## config.mk

```make
export PLATFORM = sky130hd
export DESIGN_NAME = aes_cbc_chain
export DESIGN_NICKNAME = d
export VERILOG_FILES = /design/src/rtl/aes_pkg.sv /design/src/rtl/aes_word_packer.sv /design/src/rtl/aes_cbc_chain.sv
export SDC_FILE = /design/constraint.sdc
export NUM_CORES = 1
export LEC_CHECK = 0
export CAP_MARGIN = 20
export CORE_UTILIZATION = 40
export DETAILED_ROUTE_END_ITERATION = 10
export HOLD_SLACK_MARGIN = 0.1
export PLACE_DENSITY = 0.66
export SYNTH_ARGS = -nofsm -noshare
export SYNTH_HDL_FRONTEND = slang
export SYNTH_SLANG_ARGS = --single-unit
```

## constraint.sdc

```tcl
create_clock -name wb_clk_i -period 1.7 [get_ports wb_clk_i]
set_input_delay 0.34 -clock wb_clk_i [delete_from_list [all_inputs] [get_ports wb_clk_i]]
set_output_delay 0.34 -clock wb_clk_i [all_outputs]
set_load 0.05 [all_outputs]
```

## src/rtl/aes_pkg.sv

```systemverilog
// Shared constants, FSM/direction encodings and the CBC mixing helper for aes_cbc_chain.
package aes_pkg;

  localparam int WORD_W = 32;
  localparam int BLK_W  = 4 * WORD_W;

  typedef enum logic [1:0] {
    IDLE    = 2'd0,
    LAUNCH  = 2'd1,
    WAIT    = 2'd2,
    CAPTURE = 2'd3
  } state_e;

  typedef enum logic {
    DIR_ENC = 1'b0,
    DIR_DEC = 1'b1
  } dir_e;

  // XOR the chaining value in only when the mode asks for it.
  function automatic logic [BLK_W-1:0] cbc_mix(input logic i_en,
                                               input logic [BLK_W-1:0] i_blk,
                                               input logic [BLK_W-1:0] i_chain);
    return i_en ? (i_blk ^ i_chain) : i_blk;
  endfunction

endpackage

```

## src/rtl/aes_word_packer.sv

```systemverilog
// 4x32 shift-in block register: each write pushes a word into the low end, oldest word falls off the top.
// A parallel load (lower priority than a write) lets the owner overwrite the whole block.
module aes_word_packer
  import aes_pkg::*;
(
  input  logic              i_clk,
  input  logic              i_rst_n,
  input  logic              i_wr,
  input  logic [WORD_W-1:0] i_word,
  input  logic              i_ld,
  input  logic [BLK_W-1:0]  i_ld_blk,
  output logic [BLK_W-1:0]  o_blk
);

  logic [BLK_W-1:0] r_blk;

  always_ff @(posedge i_clk) begin
    if (!i_rst_n) begin
      r_blk <= '0;
    end else if (i_wr) begin
      r_blk <= {r_blk[BLK_W-WORD_W-1:0], i_word};
    end else if (i_ld) begin
      r_blk <= i_ld_blk;
    end
  end

  assign o_blk = r_blk;

endmodule

```

## src/rtl/aes_cbc_chain.sv

```systemverilog
// CBC/ECB chaining stage between the register file and the AES core; done follows start by core latency + 3 cycles.
// Writes and starts are dropped while busy. Define AES_CHAIN_AUTO_EN to let each CBC block update the chain register.
module aes_cbc_chain
  import aes_pkg::*;
(
  input  logic              wb_clk_i,
  input  logic              wb_rst_ni,
  input  logic              cbc_en,
  input  logic              in_wr,
  input  logic [WORD_W-1:0] in_word,
  input  logic              iv_wr,
  input  logic [WORD_W-1:0] iv_word,
  input  logic              start_enc,
  input  logic              start_dec,
  input  logic              core_ready,
  output logic              core_start,
  output logic              core_decrypt,
  output logic [BLK_W-1:0]  core_din,
  input  logic [BLK_W-1:0]  core_dout,
  input  logic              core_done,
  output logic [BLK_W-1:0]  result,
  output logic              busy,
  output logic              done
);

  state_e           r_state;
  dir_e             r_dir;
  logic             r_cbc;
  logic             r_busy;
  logic             r_done;
  logic             r_core_start;
  logic             r_core_decrypt;
  logic [BLK_W-1:0] r_src;
  logic [BLK_W-1:0] r_dout;
  logic [BLK_W-1:0] r_core_din;
  logic [BLK_W-1:0] r_result;

  logic             w_in_wr;
  logic             w_iv_wr;
  logic             w_go_enc;
  logic             w_go_dec;
  logic             w_go;
  logic             w_chain_ld;
  logic [BLK_W-1:0] w_chain_ld_blk;
  logic [BLK_W-1:0] w_in_blk;
  logic [BLK_W-1:0] w_chain;

  assign w_in_wr  = in_wr & ~r_busy;
  assign w_iv_wr  = iv_wr & ~r_busy;
  // Encrypt wins when both starts arrive together; no keys means the request is dropped.
  assign w_go_enc = (r_state == IDLE) & start_enc & core_ready;
  assign w_go_dec = (r_state == IDLE) & ~start_enc & start_dec & core_ready;
  assign w_go     = w_go_enc | w_go_dec;

`ifdef AES_CHAIN_AUTO_EN
  assign w_chain_ld     = (r_state == CAPTURE) & r_cbc;
  assign w_chain_ld_blk = (r_dir == DIR_ENC) ? r_dout : r_src;
`else
  assign w_chain_ld     = 1'b0;
  assign w_chain_ld_blk = '0;
`endif

  aes_word_packer u_in_pack (
    .i_clk    (wb_clk_i),
    .i_rst_n  (wb_rst_ni),
    .i_wr     (w_in_wr),
    .i_word   (in_word),
    .i_ld     (1'b0),
    .i_ld_blk ('0),
    .o_blk    (w_in_blk)
  );

  aes_word_packer u_chain_pack (
    .i_clk    (wb_clk_i),
    .i_rst_n  (wb_rst_ni),
    .i_wr     (w_iv_wr),
    .i_word   (iv_word),
    .i_ld     (w_chain_ld),
    .i_ld_blk (w_chain_ld_blk),
    .o_blk    (w_chain)
  );

  always_ff @(posedge wb_clk_i) begin
    if (!wb_rst_ni) begin
      r_state        <= IDLE;
      r_dir          <= DIR_ENC;
      r_cbc          <= 1'b0;
      r_busy         <= 1'b0;
      r_done         <= 1'b0;
      r_core_start   <= 1'b0;
      r_core_decrypt <= 1'b0;
      r_src          <= '0;
      r_dout         <= '0;
      r_core_din     <= '0;
      r_result       <= '0;
    end else begin
      r_core_start <= 1'b0;
      case (r_state)
        IDLE: begin
          if (w_in_wr) r_done <= 1'b0;
          if (w_go) begin
            // Core-facing outputs are registered so they are valid for the whole LAUNCH cycle.
            r_state        <= LAUNCH;
            r_busy         <= 1'b1;
            r_done         <= 1'b0;
            r_dir          <= w_go_dec ? DIR_DEC : DIR_ENC;
            r_cbc          <= cbc_en;
            r_src          <= w_in_blk;
            r_core_start   <= 1'b1;
            r_core_decrypt <= w_go_dec;
            r_core_din     <= cbc_mix(w_go_enc & cbc_en, w_in_blk, w_chain);
          end
        end
        LAUNCH: r_state <= WAIT;
        WAIT: begin
          if (core_done) begin
            r_dout  <= core_dout;
            r_state <= CAPTURE;
          end
        end
        CAPTURE: begin
          r_result <= cbc_mix((r_dir == DIR_DEC) & r_cbc, r_dout, w_chain);
          r_busy   <= 1'b0;
          r_done   <= 1'b1;
          r_state  <= IDLE;
        end
        default: r_state <= IDLE;
      endcase
    end
  end

  assign core_start   = r_core_start;
  assign core_decrypt = r_core_decrypt;
  assign core_din     = r_core_din;
  assign result       = r_result;
  assign busy         = r_busy;
  assign done         = r_done;

endmodule

```

Yosys cells after proc, flatten, opt, wreduce, memory -nomap -nowiden
Cells that the tools add are included.

Add/subtract/negate cells: 0. Multiply operators: 0. Div/mod/pow operators: 0. $lt $le $gt $ge: 0. Equal/unequal tests: 6. Shift-type cells: 0. Muxes and demuxes: 12. Bitwise logic cells: 14. Reductions and logical operators: 8.

Operators by type and width (number): $mux 128 (2); $xor 128x128->128 (2); $reduce_and 2->1 (6); $and 1x1->1 (9); $pmux 2 s4 (1); $mux 1 (5); $eq 2x2->1 const B (2); $mux 2 (2); $ne 2x2->1 const B (2); $pmux 1 s2 (2); $ne 3x2->1 const B (1); $eq 2x1->1 const B (1); $logic_not 2->1 (1); $not 1->1 (2); $reduce_bool 2->1 (1); $or 1x1->1 (1).

Flip-flop bits (word level): 648. Bits in latches: 0. Bits in writable memories: 0. ROM bits: 0. Input port bits: 201. Output and inout port bits: 260. Logic and storage cells: 52. Memories kept: 0.

Longest topological paths before layout
Depth after elaboration: 7. Depth in mapped cells: 9. Depth with buffers taken out: 5.

Cells and area by module
A second synthesis with hierarchy kept.

Cell total of the unflattened synthesis: 3154. Area, all modules: 29976.2 um2.

By module, submodules not included: aes_cbc_chain (instances 1, cells each 2018, area an instance 16966.3 um2, sequential area each 7827.5 um2); aes_word_packer (instances 2, cells each 568, area an instance 6505.0 um2, sequential area each 2562.5 um2).

Worst setup path after synthesis
Ideal clock, no wire load.

Path kind: register to register. Start: register r_state[0]. End: register r_core_din[100], in the netlist core_din[100]. Library setup time: 0.122 ns. Arrival: 1.596 ns. Data required time: 1.578 ns. Path slack: -0.017 ns. Cell stages (with the launch flop): 10. Buffers on the path: 4. Clock period less this slack: 1.717 ns. Path through: dfxtp_1 inv_1 ha_1 buf_6 and4_4 buf_6 buf_4 buf_4 a211oi_1 nor3_1.

Longest elaborated chain between the ends: 6. Elaborated cells between the ends (all ways): 10. Those cells by class: mux: 1; bitwise: 7; reduce/logical: 2.

Ends and longest elaborated chain: start, declared (line aes_cbc_chain.sv:26) `state_e r_state;`; start signal, assigned (line aes_cbc_chain.sv:85) `r_state <= IDLE;`; start signal, assigned (line aes_cbc_chain.sv:103) `r_state <= LAUNCH;`; start signal, assigned (line aes_cbc_chain.sv:114) `LAUNCH: r_state <= WAIT;`; $logic_not 2->1 (*) (line aes_cbc_chain.sv:51, aes_cbc_chain.sv:52, aes_cbc_chain.sv:98); $and 1x1->1 (3 in series) (line aes_cbc_chain.sv:52) `assign w_go_dec = (r_state == IDLE) & ~start_enc & start_dec & core_ready;`; $or 1x1->1 (line aes_cbc_chain.sv:53) `assign w_go = w_go_enc | w_go_dec;`; $reduce_and 2->1 (no source line); end signal, assigned (line aes_cbc_chain.sv:111) `r_core_din <= cbc_mix(w_go_enc & cbc_en, w_in_blk, w_chain);`; end, declared (line aes_cbc_chain.sv:35) `logic [BLK_W-1:0] r_core_din;`.

Mark *: on every way between the ends. The rest lies on a longest branch, timed or not. A chain may end at the register's enable or synchronous reset.

==> impl_metrics.toml <==
[route]
firstDrtPassIters = 7
ant_nets = 0
via_per_inst = 5.29
vias = 23800
routedWlPerCell_um = 21.1
drc = 0
drtIter0Drc = 1870
drt-total-wl_mm = 94.8

[final_layout]
final_layout_size_suffix_gt1_share_pct = 18.2
final_cells = 4501
area_growth_pct = 32.8
nNetsFinal = 3785

[yosys]
syn_area_per_cell_um2 = 8.51
syn_inst = 3131
yosysWarnings = 0
synthTopCellsByArea = "dfxtp_1 49%, nand2_1 11%, a21boi_0 11%"
synth_edf_count = 0
synth_ff_type = "dfxtp_1"
netlist_area_um2 = 26600
yosysSeqAreaShare_pct = 48.6
yosys-top-cells-count = "777 x nand2_1, 647 x dfxtp_1, 385 x a21boi_0"
synthesis.nets = 3336
ys_ff_latch = 647
synth_top_area_share_pct = 48.6
synth_top_area_cell = "dfxtp_1"
yosysUniqueCellTypes = 28
synth.most_common_cell = "nand2_1"
async_flop_share_pct = 0

[global_route]
grt-busiest-layer = "met2"
overflow = 0
track_usage_pct = 26.8
antenna_found_initial = 2
grt_pass1_wl_mm = 138
grtUsageMet2_pct = 44.0
first_global_vias = 22200
grt_max_degree = 81
grt_use_met3_pct = 6.15
met1_usage_pct = 33.9

[setup_path]
cp_max_fo = 13
worstPathArrival_ns = 1.31
cp-start-kind = "register"
worstPathRequired_ns = 1.36
worst_setup_path_end_kind = "primary output"
crit_type = "register to primary output"

[sta]
clock-skew-final_ns = 0.0304
drv_slew = 0
finalCritPeriodShare_pct = 97.1
holdWs_ns = 0.127
max_freq_ghz = 0.606
final-hold-violation-count = 0
rsz0062_at_grt = "yes"
setup_tns_ns = 0
slew_headroom_pct = 62.3
worst_pin_slew_ns = 0.564
period_needed_ns = 1.65
finalSetupViolations = 0

[floorplanning]
dieArea_um2 = 67700
io_pins = 461
start_util_pct = 40.5
rows = 94
die_x_um = 260
core-area_um2 = 65900
die_h_um = 260

[clock_network]
clk_latency_ns = 0.62
clk_pin_slew_ns = 0.06
clock_tree.htree_level_count = 3
clock-sinks = 647
cts_made_buffers = 72
cts_tree = "yes"
clk_path_buf_depth = 3
root_buffer = "clkbuf_16"
hold_buffers = 0

[pwr]
peakVddDrop_uv = 796
powerDensity_nw_per_um2 = 1450
power_leakage_nw = 13.2

[placed_design]
portBuffers = 460
gp_congestion = 0.853
dp_cells = 4352
hpwl_mm = 66.8

[status]
outcome = "finished, final reports clean"

[flow_run]
maxCapViolations = 0

[min_path]
hp-class = "input port to register"
## where the power goes
part           switching, mW  internal, mW
clock                   6.50          9.24
combinational           11.0          5.90
sequential              1.55          17.2
total                   19.1          32.3
## registers in the layout (all words and copies together), names as in the netlist
register and count:
core_din 128, r_dout 128, result 128, u_chain_pack.o_blk 128
u_in_pack.o_blk 128, r_state 2, busy 1, core_start 1
done 1, r_cbc 1, r_dir 1
## worst max-delay path, stage by stage (launching register included)
cell	delay [ns]
dfxtp_4	0.37
buf_16	0.17
buf_12	0.15
## placed cells by master, fill, tap and decap left out, drive strengths merged
cell type      netlist  routed
xor2               128     128
dfxtp              647     647
a31oi                2       2
nand2b               2       2
o21ai              258     258
nor3               128     128
bufbuf               0       2
a211o                1       1
clkbuf             167     120
bufinv               0       2
nand3              129     129
and3               128     128
and4                 1       1
inv                  2       4
clkdlybuf4s50        0     199
a21oi              130     130
clkinv               0      10
and2                 2       2
mux2i                2       2
a21boi             385     385
a211oi             128     128
diode                0       3
ha                   4       4
o211ai               1       1
nor2                 1       1
nand2              777     777
o211a                2       2
buf                103     438
nor2b                3       3
## area by class of cell
class | instances | area (um2)
Antenna cell | 3 | 7.51
Clock buffer | 114 | 2200
Clock inverter | 14 | 176
Fill cell | 6301 | 30500
Inverter | 2 | 7.51
Multi-Input combinational cell | 2212 | 12600
Sequential cell | 647 | 13000
Tap cell | 864 | 1080
Timing Repair Buffer | 645 | 6330
## kinds of logic (layout without fill, tap and decap cells)
group	count (synthesis)	after routing	share of synthesized area, %
adder cells (fa/ha/maj)	4	4	0.188
other	0	3	0
buffers and inverters	272	775	4.70
flip-flops	647	647	48.6
XOR/XNOR	128	128	4.21
AND/OR/NAND/NOR	1171	1171	20.3
AO/OA/AOI/OAI	907	907	21.9
multiplexers	2	2	0.0751
## routing by layer
layer,vias to the layer above,part of all wire (%),routed length (um)
met5,-,0.014,13
li1,11700,-,-
met2,731,47,44900
met4,2,3.5,3350
met3,166,6.8,6480
met1,11200,42,40000
## final timing paths
kind              start              endpoint  slack, ns  cells after the start
min           wb_rst_ni  u_in_pack.o_blk[123]       0.13                      2
min reg2reg        done                  done       0.47                      2
max               r_dir          core_decrypt       0.05                      2
max reg2reg  r_state[0]          core_din[63]       0.06                      8
## through the flow
step / setup WS (ns) / power [mW] / instance area, um2 / utilization (%)
2_1_floorplan: -0.0174 / 28.6 / 26700 / -
3_3_place_gp: -0.187 / 35.1 / 32600 / 49.5
3_5_place_dp: -0.237 / 35.2 / 32600 / 49.5
4_1_cts: 0.0176 / 51.1 / 35100 / 53.2
5_1_grt: -0.0309 / 53.4 / 35400 / 53.7
6_report: 0.0485 / 51.4 / 35400 / 53.7
## repair_timing
item,in CTS,in global routing
setup endpoints to repair,4,106
gates cloned,2,6
gates resized for setup,4,25
pin swaps,0,4
hold endpoints to repair,0,0
setup buffers,1,9
Power figures use the tool's default switching activity.
